## src/rtl/scan_pkg.sv

```systemverilog
// rtl/scan_pkg.sv - shared types and constants for the minterm scanner
package scan_pkg;

    typedef enum logic [1:0] {
        IDLE,
        DRIVE,
        SAMPLE,
        DONE
    } scan_state_e;

    localparam int unsigned DEF_N_IN   = 3;
    localparam int unsigned DEF_SETTLE = 2;

    function automatic int unsigned mask_width(input int unsigned n_in);
        return 32'd1 << n_in;
    endfunction

endpackage

```

## src/rtl/scan_settle_timer.sv

```systemverilog
// rtl/scan_settle_timer.sv - loadable down-counter timing the per-combination settle interval
module scan_settle_timer #(
    parameter int unsigned SETTLE = 2
) (
    input  logic clk,
    input  logic rst_n,
    input  logic clr_i,
    input  logic load_i,
    input  logic en_i,
    output logic expire_o
);

    localparam int unsigned CW = (SETTLE > 1) ? $clog2(SETTLE) : 1;
    localparam logic [CW-1:0] LOAD_VAL = CW'(SETTLE - 1);

    logic [CW-1:0] cnt_q;

    always_ff @(posedge clk or negedge rst_n) begin
        if (!rst_n) begin
            cnt_q <= '0;
        end else if (load_i) begin
            cnt_q <= LOAD_VAL;
        end else if (clr_i) begin
            cnt_q <= '0;
        end else if (en_i && (cnt_q != '0)) begin
            cnt_q <= cnt_q - 1'b1;
        end
    end

    // Loaded with SETTLE-1, so expiry is seen in the SETTLE-th cycle after load.
    assign expire_o = (cnt_q == '0);

endmodule

```

## src/rtl/minterm_scanner.sv

```systemverilog
// rtl/minterm_scanner.sv - sweeps all input combinations and assembles the minterm mask
// Optional stability check is enabled by defining SCAN_STABILITY_EN.
module minterm_scanner
    import scan_pkg::*;
#(
    parameter int unsigned N_IN   = DEF_N_IN,
    parameter int unsigned SETTLE = DEF_SETTLE
) (
    input  logic                          clk,
    input  logic                          rst_n,
    input  logic                          start,
    input  logic                          f_i,
    output logic [N_IN-1:0]               abc_o,
    output logic                          busy,
    output logic                          done,
    output logic [mask_width(N_IN)-1:0]   minterm_mask,
    output logic [N_IN:0]                 ones_cnt,
    output logic                          unstable
);

    localparam int unsigned MW = mask_width(N_IN);
    localparam int unsigned IW = N_IN + 1;

    scan_state_e   state_q;
    logic [IW-1:0] idx_q;
    logic [MW-1:0] acc_q;
    logic [N_IN:0] cnt_acc_q;
    logic          busy_q;
    logic          done_q;
    logic [MW-1:0] mask_q;
    logic [N_IN:0] ones_q;

    logic [MW-1:0] acc_d;
    logic [N_IN:0] cnt_acc_d;
    logic          last_idx;
    logic          tmr_load;
    logic          tmr_clr;
    logic          tmr_en;
    logic          tmr_expire;

    always_comb begin
        acc_d                     = acc_q;
        acc_d[idx_q[N_IN-1:0]]    = f_i;
        cnt_acc_d                 = cnt_acc_q + {{N_IN{1'b0}}, f_i};
        last_idx                  = (idx_q == IW'(MW - 1));
        tmr_load                  = ((state_q == IDLE) && start) ||
                                    ((state_q == SAMPLE) && !last_idx);
        tmr_clr                   = (state_q == IDLE);
        tmr_en                    = (state_q == DRIVE);
    end

    scan_settle_timer #(
        .SETTLE (SETTLE)
    ) u_settle (
        .clk      (clk),
        .rst_n    (rst_n),
        .clr_i    (tmr_clr),
        .load_i   (tmr_load),
        .en_i     (tmr_en),
        .expire_o (tmr_expire)
    );

`ifdef SCAN_STABILITY_EN
    logic cap_q;
    logic unst_acc_q;
    logic unstable_q;
`endif

    always_ff @(posedge clk or negedge rst_n) begin
        if (!rst_n) begin
            state_q   <= IDLE;
            idx_q     <= '0;
            acc_q     <= '0;
            cnt_acc_q <= '0;
            busy_q    <= 1'b0;
            done_q    <= 1'b0;
            mask_q    <= '0;
            ones_q    <= '0;
`ifdef SCAN_STABILITY_EN
            cap_q      <= 1'b0;
            unst_acc_q <= 1'b0;
            unstable_q <= 1'b0;
`endif
        end else begin
            done_q <= 1'b0;
            case (state_q)
                IDLE: begin
                    idx_q     <= '0;
                    acc_q     <= '0;
                    cnt_acc_q <= '0;
`ifdef SCAN_STABILITY_EN
                    cap_q      <= 1'b0;
                    unst_acc_q <= 1'b0;
`endif
                    if (start) begin
                        state_q <= DRIVE;
                        busy_q  <= 1'b1;
                    end
                end
                DRIVE: begin
                    if (tmr_expire) begin
                        state_q <= SAMPLE;
`ifdef SCAN_STABILITY_EN
                        cap_q <= f_i;
`endif
                    end
                end
                SAMPLE: begin
                    acc_q     <= acc_d;
                    cnt_acc_q <= cnt_acc_d;
`ifdef SCAN_STABILITY_EN
                    unst_acc_q <= unst_acc_q | (cap_q != f_i);
`endif
                    // Results are published on entry to DONE so they are valid alongside the done pulse.
                    if (last_idx) begin
                        state_q <= DONE;
                        done_q  <= 1'b1;
                        mask_q  <= acc_d;
                        ones_q  <= cnt_acc_d;
`ifdef SCAN_STABILITY_EN
                        unstable_q <= unst_acc_q | (cap_q != f_i);
`endif
                    end else begin
                        idx_q   <= idx_q + 1'b1;
                        state_q <= DRIVE;
                    end
                end
                DONE: begin
                    state_q <= IDLE;
                    busy_q  <= 1'b0;
                    idx_q   <= '0;
                end
                default: begin
                    state_q <= IDLE;
                    busy_q  <= 1'b0;
                end
            endcase
        end
    end

    assign abc_o        = idx_q[N_IN-1:0];
    assign busy         = busy_q;
    assign done         = done_q;
    assign minterm_mask = mask_q;
    assign ones_cnt     = ones_q;

`ifdef SCAN_STABILITY_EN
    assign unstable = unstable_q;
`else
    assign unstable = 1'b0;
`endif

endmodule

```

## config.mk

```make
export PLATFORM = sky130hd
export DESIGN_NAME = minterm_scanner
export DESIGN_NICKNAME = d
export VERILOG_FILES = /design/src/rtl/scan_pkg.sv /design/src/rtl/scan_settle_timer.sv /design/src/rtl/minterm_scanner.sv
export SDC_FILE = /design/constraint.sdc
export NUM_CORES = 1
export LEC_CHECK = 0
export ABC_CLOCK_PERIOD_IN_PS = 2100
export BUFFER_PORTS_ARGS = -buffer_cell sky130_fd_sc_hd__buf_2
export CAP_MARGIN = 15
export CORE_UTILIZATION = 48
export CTS_CLUSTER_SIZE = 14
export DETAILED_ROUTE_END_ITERATION = 12
export GPL_TIMING_DRIVEN = 0
export MAX_ROUTING_LAYER = met4
export PLACE_DENSITY_LB_ADDON = 0.08
export SLEW_MARGIN = 15
export SYNTH_ARGS = -nofsm -noshare
export SYNTH_HDL_FRONTEND = slang
export SYNTH_SLANG_ARGS = --single-unit
```

## constraint.sdc

```tcl
create_clock -name clk -period 2.1 [get_ports clk]
set_input_delay 0.105 -clock clk [delete_from_list [all_inputs] [get_ports clk]]
set_output_delay 0.105 -clock clk [all_outputs]
set_load 0.02 [all_outputs]
```

# After elaboration in Yosys (flattened, before gate mapping)
# Index checks and enable logic that the tools add are counted.
[totals]
input_bits = 4
out_inout_bits = 18
regBits = 33
word_cells = 55
[classes]
n_reduce_logical = 16
add_sub_neg = 3
muxes = 18
n_eq_ne = 7
order_cmp = 2
[ops]
columns = ["cell", "count"]
rows = [
  ["$pmux W4 S2", 2],
  ["$pmux W8 S2", 1],
  ["$bwmux W8", 1],
  ["$pmux W2 S4", 1],
  ["$reduce_and A2 Y1", 4],
  ["$mux W1", 7],
  ["$mux W2", 3],
  ["$ne A2 B2 Y1 const B", 3],
  ["$reduce_bool A2 Y1", 3],
  ["$add A4 B1 Y4", 1],
  ["$add A4 B1 Y4 const B", 1],
  ["$eq A2 B2 Y1 const B", 2],
  ["$eq A4 B3 Y1 const B", 1],
  ["$logic_and A1 B1 Y1", 4],
  ["$lt A3 B4 Y1 const B", 1],
  ["$mux W4", 1],
  ["$demux W1 S3", 1],
  ["$ge A3 B1 Y1 const B", 1],
  ["$reduce_bool A3 Y1", 1],
  ["$eq A2 B1 Y1 const B", 1],
  ["$logic_not A2 Y1", 1],
  ["$pmux W1 S2", 1],
  ["$reduce_or A2 Y1", 1],
  ["$logic_not A1 Y1", 1],
  ["2 further kinds", 2],
]

# Depth between registers and ports, before layout
# Gate-level depths: netlist of the first run.
[depth]
word_depth = 6
mapped_depth = 6
depth_no_buf = 5

# By module
# From an unflattened synthesis of the first run, not the netlist that was laid out.
[hier_totals]
hier_cells = 169
area_unflattened_um2 = 1669.1
[modules_own_cells]
columns = ["mod", "seq_area_each_um2", "instances", "cells_each", "area_per_inst_um2"]
rows = [
  ["minterm_scanner", 800.8, 1, 165, 1624.1],
  ["scan_settle_timer", 25.0, 1, 4, 45.0],
]

# Least setup slack after synthesis of the first run
# Ideal clock, no wire load.
[synth_timing]
path_type = "flip-flop to flip-flop"
start = "register state_q[0]"
end = "register mask_q[1] (netlist: minterm_mask[1])"
n_path_buf = 1
path_stages_with_launch = 6
t_required_ns = 1.975
period_less_slack_ns = 1.563
slack_ns = 0.537
t_arrival_ns = 1.438
setup_ns = 0.125
path_cell_list = "dfrtp_1 inv_1 ha_1 and4b_4 buf_6 mux2_4"
[synth_via]
elab_chain_cells = 2
[synth_rtl]
columns = ["item", "line", "source"]
rows = [
  ["start, declared", "minterm_scanner.sv:24", "scan_state_e state_q;"],
  ["start signal, assigned", "minterm_scanner.sv:71", "state_q <= IDLE;"],
  ["start signal, assigned", "minterm_scanner.sv:96", "state_q <= DRIVE;"],
  ["start signal, assigned", "minterm_scanner.sv:102", "state_q <= SAMPLE;"],
  ["$eq A2 B2 Y1", "minterm_scanner.sv:86", "case (state_q)"],
  ["$reduce_and A2 Y1 (no line)", "n/a", ""],
  ["end signal, assigned", "minterm_scanner.sv:77", "mask_q <= '0;"],
  ["end signal, assigned", "minterm_scanner.sv:118", "mask_q <= acc_d;"],
  ["end, declared", "minterm_scanner.sv:30", "logic [MW-1:0] mask_q;"],
]
# Every way passes these cells.
# A chain may end at the register's enable or synchronous reset.

# Worst setup path in the final report of the first run
[layout_timing]
start = "register state_q[0]"
end = "register mask_q[7] (netlist: minterm_mask[7])"
# The elaborated chain is that of the path after synthesis.

==> summary.txt, run 1 <==
core area - 3340 µm²
EDFF count, synth - 0
cell family with most CP delay - flip-flops
Crit path depth - 5
Synth top area share - 49.3%
layout cells sized above 1 - 30.3%
Arrival @ worst endpoint - 1940 ps
Worst-Margin Slew - 741 ps
WP data required - 2320 ps
Worst Path Buf+Inv - 2
DRT Pass-1 Iters - 4
top_reg_cell synth - dfrtp_1
drt drc - 0
vias - 1149
CTS tree - built
Clock Path Buffers - 2
leak pwr - 0.940 nW
Routability Congestion - 0.730
syn nets - 158
FF-to-FF setup slack - 390 ps
Final #Nets - 186
largest cells by area after synthesis - dfrtp_1, mux2_4, ha_1
Slew Limit Fails - 0
dpl cell area - 1830 µm²
status - finished, final reports clean
Yosys top cell by area - dfrtp_1
Die Ht - 61.1 µm
placed insts - 212
final wirelength - 2930 µm
Post-Layout Cell Count - 221
Die ar. - 3730 µm²
CTS buffer count - 5
Starting DRT DRC Count - 25
end of the worst register-to-register path - minterm_mask[7]$_DFFE_PN0P_
pwr/cell area - 945 nW/µm²
mean area per synthesized cell - 11.5 µm²
ANT nets after route - 0
n_diodes - 0
routed vias/inst - 5.20
slowest CP cell - dfrtp_1
Setup Viol. Count Final - 0
IO Port Bufs - 20
WL per Instance - 13.3 µm
first-pass GRT wire length - 4800 µm
Slew Limit Headroom - 50.6%
Max stage delay on crit path - 420 ps
post-detail-place hpwl - 2040 µm
Final WS setup - 387 ps
worst-path maximum fanout - 10
CP endpoint kind - flop
crit path from - state_q[0]$_DFFE_PN0P_
Total Routing Usage GR - 18.9%
Max IR drop VDD - 0.000342 V
I/O pin count - 22
clock sinks - 33
initial antenna violation count - 0
Design Area, Final - 1930 µm²
Clock H-tree levels - 2
total grt overflow - 0
worst-path cell chain - inv_1, ha_1, and4b_4, buf_6, mux2_4
Post-Syn Area - 1670 µm²
Mapped Cells - 146
# Max-Cap Violations - 0
Hold Fails Final Rpt - 0
post-CTS setup buffer count - 0
post-cts resize count - 0
Post-synth ARST share - 100%
Yosys reg bits - 33
fmax - 584 MHz
sequential fraction of the synthesis area - 49.3%
startpoint types - flop
Post-synth top cells - dfrtp_1, o21ai_0, nand2_1
vias in the first global route - 1056
Area Overhead vs Synth - 15.1%
crit path to - minterm_mask[7]$_DFFE_PN0P_
min cycle time layout - 1710 ps
Setup Skew - 6.14 ps
clk_lat worst skew - 330 ps
RSZ-0062 raised after global routing - no
Warnings, synthesis - 0
Netlist cell types - 37
pre-CTS setup slack - 396 ps
Worst Hold Class - primary input to flop
Initial Util - 50.2%
largest net degree at the start of global routing - 34
Final period util - 81.6%
clock slew at reported path FFs - 100 ps
most instantiated library cell after synthesis - dfrtp_1
setup TNS - 0 ps
Die W - 61.1 µm
Site Rows - 21
critical path class - flop to flop
FF-to-FF path depth - 5
Core Util, Final - 57.7%
launching point of the worst reg2reg path - state_q[0]$_DFFE_PN0P_
CTS Root Cell - clkbuf_4
[flip-flops by register name, indices dropped and copies added, names as in the netlist]
name / cells
acc_q: 8
minterm_mask: 8
cnt_acc_q: 4
idx_q: 4
ones_cnt: 4
state_q: 2
busy: 1
done: 1
u_settle.cnt_q: 1
[worst min-delay path, delay by kind of cell]
kind / cells / cell delay, ps
AOI/OAI and AO/OA: 1 / 130
buffers and inverters: 1 / 100
muxes: 1 / 70
[power by group]
group          internal, W  switching, W  total, W
logic             0.000216      0.000347  0.000563
registers         0.000705     0.0000590  0.000764
clock network     0.000284      0.000210  0.000494
[cells in the final DEF, fill, tap and decap left out, types with 5 or more instances in the layout]
cell type,Yosys,final
ha_1,8,8
buf_4,7,7
nand2_1,10,10
buf_2,2,22
clkbuf_4,0,5
o21ai_0,14,14
a22o_1,5,5
mux2_4,9,9
mux2i_1,7,7
nor2_1,6,6
inv_1,8,8
dfrtp_1,33,33
[worst min-delay path by stage]
stage | from | endpoint | depth (start not counted)
after floorplan | rst_n | acc_q[0]$_DFFE_PN0P_ | 0
after global placement | rst_n | state_q[0]$_DFFE_PN0P_ | 1
after detailed placement | rst_n | state_q[0]$_DFFE_PN0P_ | 1
after CTS | start | busy$_DFFE_PN0P_ | 3
after global routing | start | busy$_DFFE_PN0P_ | 3
final | start | busy$_DFFE_PN0P_ | 3
[cell families after synthesis]
logic type      Yosys count  synth area share [%]
simple gates             34                  11.7
buf+inv                  20                  7.10
fa+ha+maj                 8                  5.98
other cells               1                 0.224
flops                    33                  49.3
mux                      16                  12.3
compound gates           32                  12.4
xor+xnor                  2                  1.05
[final cells by class]
type,instances,area (µm²)
Timing Repair Buffer,21,110
Multi-Input combinational cell,93,729
Clock buffer,7,55.1
Inverter,8,30.0
Sequential cell,33,826
Clock inverter,1,30.0
Fill cell,295,1410
Tap cell,46,57.6
Buffer,12,88.8
[routing by layer]
layer | global-route usage [%] | wire length [µm] | part of all wire, %
met5 | - | 0 | 0
met3 | 4.41 | 94 | 3.2
met2 | 29.0 | 1380 | 47
met1 | 23.1 | 1390 | 47
met4 | 9.74 | 70 | 2.4
[what timing repair did]
action                                  in CTS  in global routing
endpoints found under the setup margin       0                  0
hold buffers                                 1                  0
hold endpoints to repair                    33                  0
[per-stage QoR]
step	hold slack, ps	power, W
after floorplan	-191	0.00119
final	105	0.00182
after global placement	207	0.00132
after detailed placement	212	0.00134
after global routing	116	0.00194
after CTS	95.7	0.00184
(Power assumes the default switching activity.)
==> run 2: changes to the inputs <==
--- a/config.mk
+++ b/config.mk
@@ -5,7 +5,8 @@
 export SDC_FILE = /design/constraint.sdc
 export NUM_CORES = 1
 export LEC_CHECK = 0
-export ABC_CLOCK_PERIOD_IN_PS = 2100
+export ABC_AREA = 1
+export ABC_CLOCK_PERIOD_IN_PS = 1540
 export BUFFER_PORTS_ARGS = -buffer_cell sky130_fd_sc_hd__buf_2
 export CAP_MARGIN = 15
 export CORE_UTILIZATION = 48
==> constraint.sdc (replaced) <==
create_clock -name clk -period 1.54 [get_ports clk]
set_input_delay 0.077 -clock clk [delete_from_list [all_inputs] [get_ports clk]]
set_output_delay 0.077 -clock clk [all_outputs]
set_load 0.02 [all_outputs]
==> run 2 against run 1 <==
Net effect:
- setup slack got worse by 270 ps
- clock skew grew 6.1 ps
- worst hold slack got worse by 28 ps
- synthesized cell count grew 39%
- sequential power up 40%
- final area decreased by 0.58%
- clock-buffer cell count is 2 lower
- final cell count up 26%
- sequential share of layout area increased by 0.25 points
- critical path type unchanged
==> summary.txt, run 2 <==
Final period util - 92.7% (+11 points)
min cycle time layout - 1430 ps (-286 ps)
mean area per synthesized cell - 8.27 µm² (-28%)
FF-to-FF setup slack - 110 ps (-270 ps)
combinational group share of total power - 39.6% (+8.7 points)
IO Port Bufs - 20 (unchanged)
P_sw - 0.00107 W (+74%)
I/O pin count - 22 (unchanged)
WL met1 - 1530 µm (+11%)
Post-synth top cells - nand2_1, dfrtp_1, nand3_1
syn nets - 215 (+36%)
Worst Hold Class - primary input to flop
Hold Crit Depth - 5 (+2)
drt drc - 0 (unchanged)
Die W - 61.1 µm (+0.15%)
Total Routing Usage GR - 20.4% (+1.6 points)
clock slew at reported path FFs - 110 ps (about the same)
internal power - 0.00149 W (+24%)
vias in the first global route - 1218 (+15%)
Die Ht - 61.1 µm (+0.15%)
startpoint types - flop
CTS buffer count - 5 (unchanged)
first-pass GRT wire length - 5350 µm (+12%)
Setup Viol. Count Final - 0 (unchanged)
n_diodes - 0 (unchanged)
Routability Congestion - 0.799 (+9.4%)
WP data required - 1820 ps (-500 ps)
Yosys reg bits - 33 (unchanged)
Initial Util - 50.3% (+0.15 points)
pwr/cell area - 1340 nW/µm² (+42%)
Site Rows - 21 (unchanged)
initial antenna violation count - 0 (unchanged)
most frequent cells in the layout - nand2_1, dfrtp_1, nand3_1
CTS tree - built
FF-to-FF path depth - 7 (+2)
top_reg_cell synth - dfrtp_1
Die ar. - 3740 µm² (+0.30%)
critical path class - flop to flop
Hold Fails Final Rpt - 0 (unchanged)
fmax - 701 MHz (+20%)
routed vias/inst - 4.96 (-4.7%)
Crit path depth - 7 (+2)
Slew Limit Headroom - 50.6% (about the same)
# Max-Cap Violations - 0 (unchanged)
status - finished, final reports clean
met2 WL - 1590 µm (+15%)
ANT nets after route - 0 (unchanged)
Netlist cell types - 24 (-35%)
Synth top area share - 49.2% (-0.15 points)
cell mode on critical path - inv_2
Area Overhead vs Synth - 14.1%
CTS Root Cell - clkbuf_4
most instantiated library cell after synthesis - nand2_1
WL per Instance - 11.5 µm (-13%)
Post-Syn Area - 1680 µm² (+0.30%)
CP endpoint kind - flop
vias - 1383 (+20%)
Yosys top cell by area - dfrtp_1
clock sinks - 33 (unchanged)
sequential fraction of the synthesis area - 49.2% (-0.15 points)
worst-path maximum fanout - 10 (unchanged)
Max IR drop VDD - 0.000863 V (+150%)
cell family with most CP delay - flip-flops
Clock Path Buffers - 2 (unchanged)
sequential power share - 41.6% (-0.4 points)
EDFF count, synth - 0 (unchanged)
clk_lat worst skew - 340 ps (about the same)
Final #Nets - 244 (+31%)
Mapped Cells - 203 (+39%)
Setup Skew - 12.2 ps (+6.09 ps)
total chip power - 0.00257 W (+41%)
largest net degree at the start of global routing - 34 (unchanged)
Worst Path Buf+Inv - 3 (+1)
worst-path cell chain - inv_2, ha_2, inv_2, nor3_4, buf_6, nand3_1, nand2_1
Clock H-tree levels - 2 (unchanged)
slowest CP cell - dfrtp_1
Core Util, Final - 57.4% (-0.34 points)
layout cells sized above 1 - 21.9% (-8.4 points)
total grt overflow - 0 (unchanged)
power share of the clock group - 18.8% (-8.3 points)
DRT Pass-1 Iters - 5 (+1)
Warnings, synthesis - 0 (unchanged)
Slew Limit Fails - 0 (unchanged)
Worst-Margin Slew - 741 ps (+0.429 ps)
Post-Layout Cell Count - 279 (+26%)
Sw Ratio - 41.8% (+8.0 points)
leak pwr - 1.01 nW (+7.2%)
Starting DRT DRC Count - 66 (+160%)
uppermost layer routed - met4
Post-synth ARST share - 100% (unchanged)
core area - 3340 µm² (unchanged)
Max stage delay on crit path - 430 ps (about the same)
placed insts - 269 (+27%)
most common cell after layout, fill and taps aside - nand2_1
post-detail-place hpwl - 2310 µm (+13%)
Arrival @ worst endpoint - 1710 ps (-230 ps)
final wirelength - 3220 µm (+9.8%)
Met3 Routed Length - 70 µm (-26%)
largest cells by area after synthesis - dfrtp_1, nand2_1, nand3_1
-- run 2: changes by cell type after synthesis, sizes merged, moves of 3 or more --
cell / delta
a21oi: -3
a22o: -5
inv: +13
mux2: -9
mux2i: -7
nand2: +63
nand3: +19
nand3b: -3
nand4: +4
nor3b: -3
-- run 2: path summary, 6_finish.rpt --
kind	to	startpoint
worst max-delay path	minterm_mask[1]$_DFFE_PN0P_	state_q[0]$_DFFE_PN0P_
worst min register to register	ones_cnt[3]$_DFFE_PN0P_	ones_cnt[3]$_DFFE_PN0P_
max in group asynchronous	cnt_acc_q[1]$_DFFE_PN0P_	rst_n
worst max register to register	minterm_mask[1]$_DFFE_PN0P_	state_q[0]$_DFFE_PN0P_
worst min-delay path	u_settle.cnt_q$_DFFE_PN0P_	start
min in group asynchronous	idx_q[1]$_DFFE_PN0P_	rst_n
-- run 2: layer usage --
| layer | track usage [%] | vias up |
|---|---|---|
| met5 | - | - |
| met1 | 25.3 | 656 |
| met3 | 5.88 | 4 |
| met4 | 6.82 | 0 |
| met2 | 32.0 | 18 |
| li1 | - | 705 |
-- run 2: worst min-delay path: cells and delay by family --
family | cells | cell delay [ps]
buffers and inverters | 2 | 160
and+or+nand+nor | 2 | 90
AOI/OAI and AO/OA | 1 | 60
-- run 2: cell families (layout without fill, tap and decap cells) --
family / count (synthesis) / count (layout) / share of synthesized area, %
adders and majority gates: 8 / 8 / 5.96
AOI/OAI and AO/OA: 20 / 20 / 6.26
buffers and inverters: 31 / 61 / 9.09
other: 1 / 1 / 0.223
DFF: 33 / 33 / 49.2
and+or+nand+nor: 108 / 108 / 28.2
xor gates and xnor gates: 2 / 2 / 1.04
-- run 2: through the flow --
stage / setup slack [ps] / setup TNS, ps / hold slack [ps] / area (µm²)
after floorplan: 212 / 0 / -219 / 1680
after global placement: 39.4 / 0 / 173 / 1840
after detailed placement: 2.67 / 0 / 180 / 1840
after CTS: 10.1 / 0 / 57.6 / 1900
after global routing: -1.27 / -1.69 / 91.6 / 1920
final: 113 / 0 / 76.4 / 1920
-- run 2: power by group through the flow --
stage,clock [W],combinational (W),sequential (W)
6_report,0.000482,0.00102,0.00107
5_1_grt,0.000538,0.00117,0.00108
4_1_cts,0.000505,0.000992,0.00107
3_5_place_dp,0,0.000981,0.00108
3_3_place_gp,0,0.000944,0.00108
2_1_floorplan,0,0.000713,0.00108
-- run 2: layout make-up --
class,instances,area [µm²]
fillers,319,1420
flip-flops and latches,33,826
multi-input cells,139,706
repair buffers,22,118
inverters,21,78.8
plain buffers,10,75.1
well taps,46,57.6
clock buffers,5,37.5
clock inverters,3,17.5
-- run 2: repair_timing --
item,in CTS,in global routing
resized for setup,1,5
setup buffers,0,1
hold buffers,1,0
endpoints found under the hold margin,33,0
setup endpoints to repair,3,21
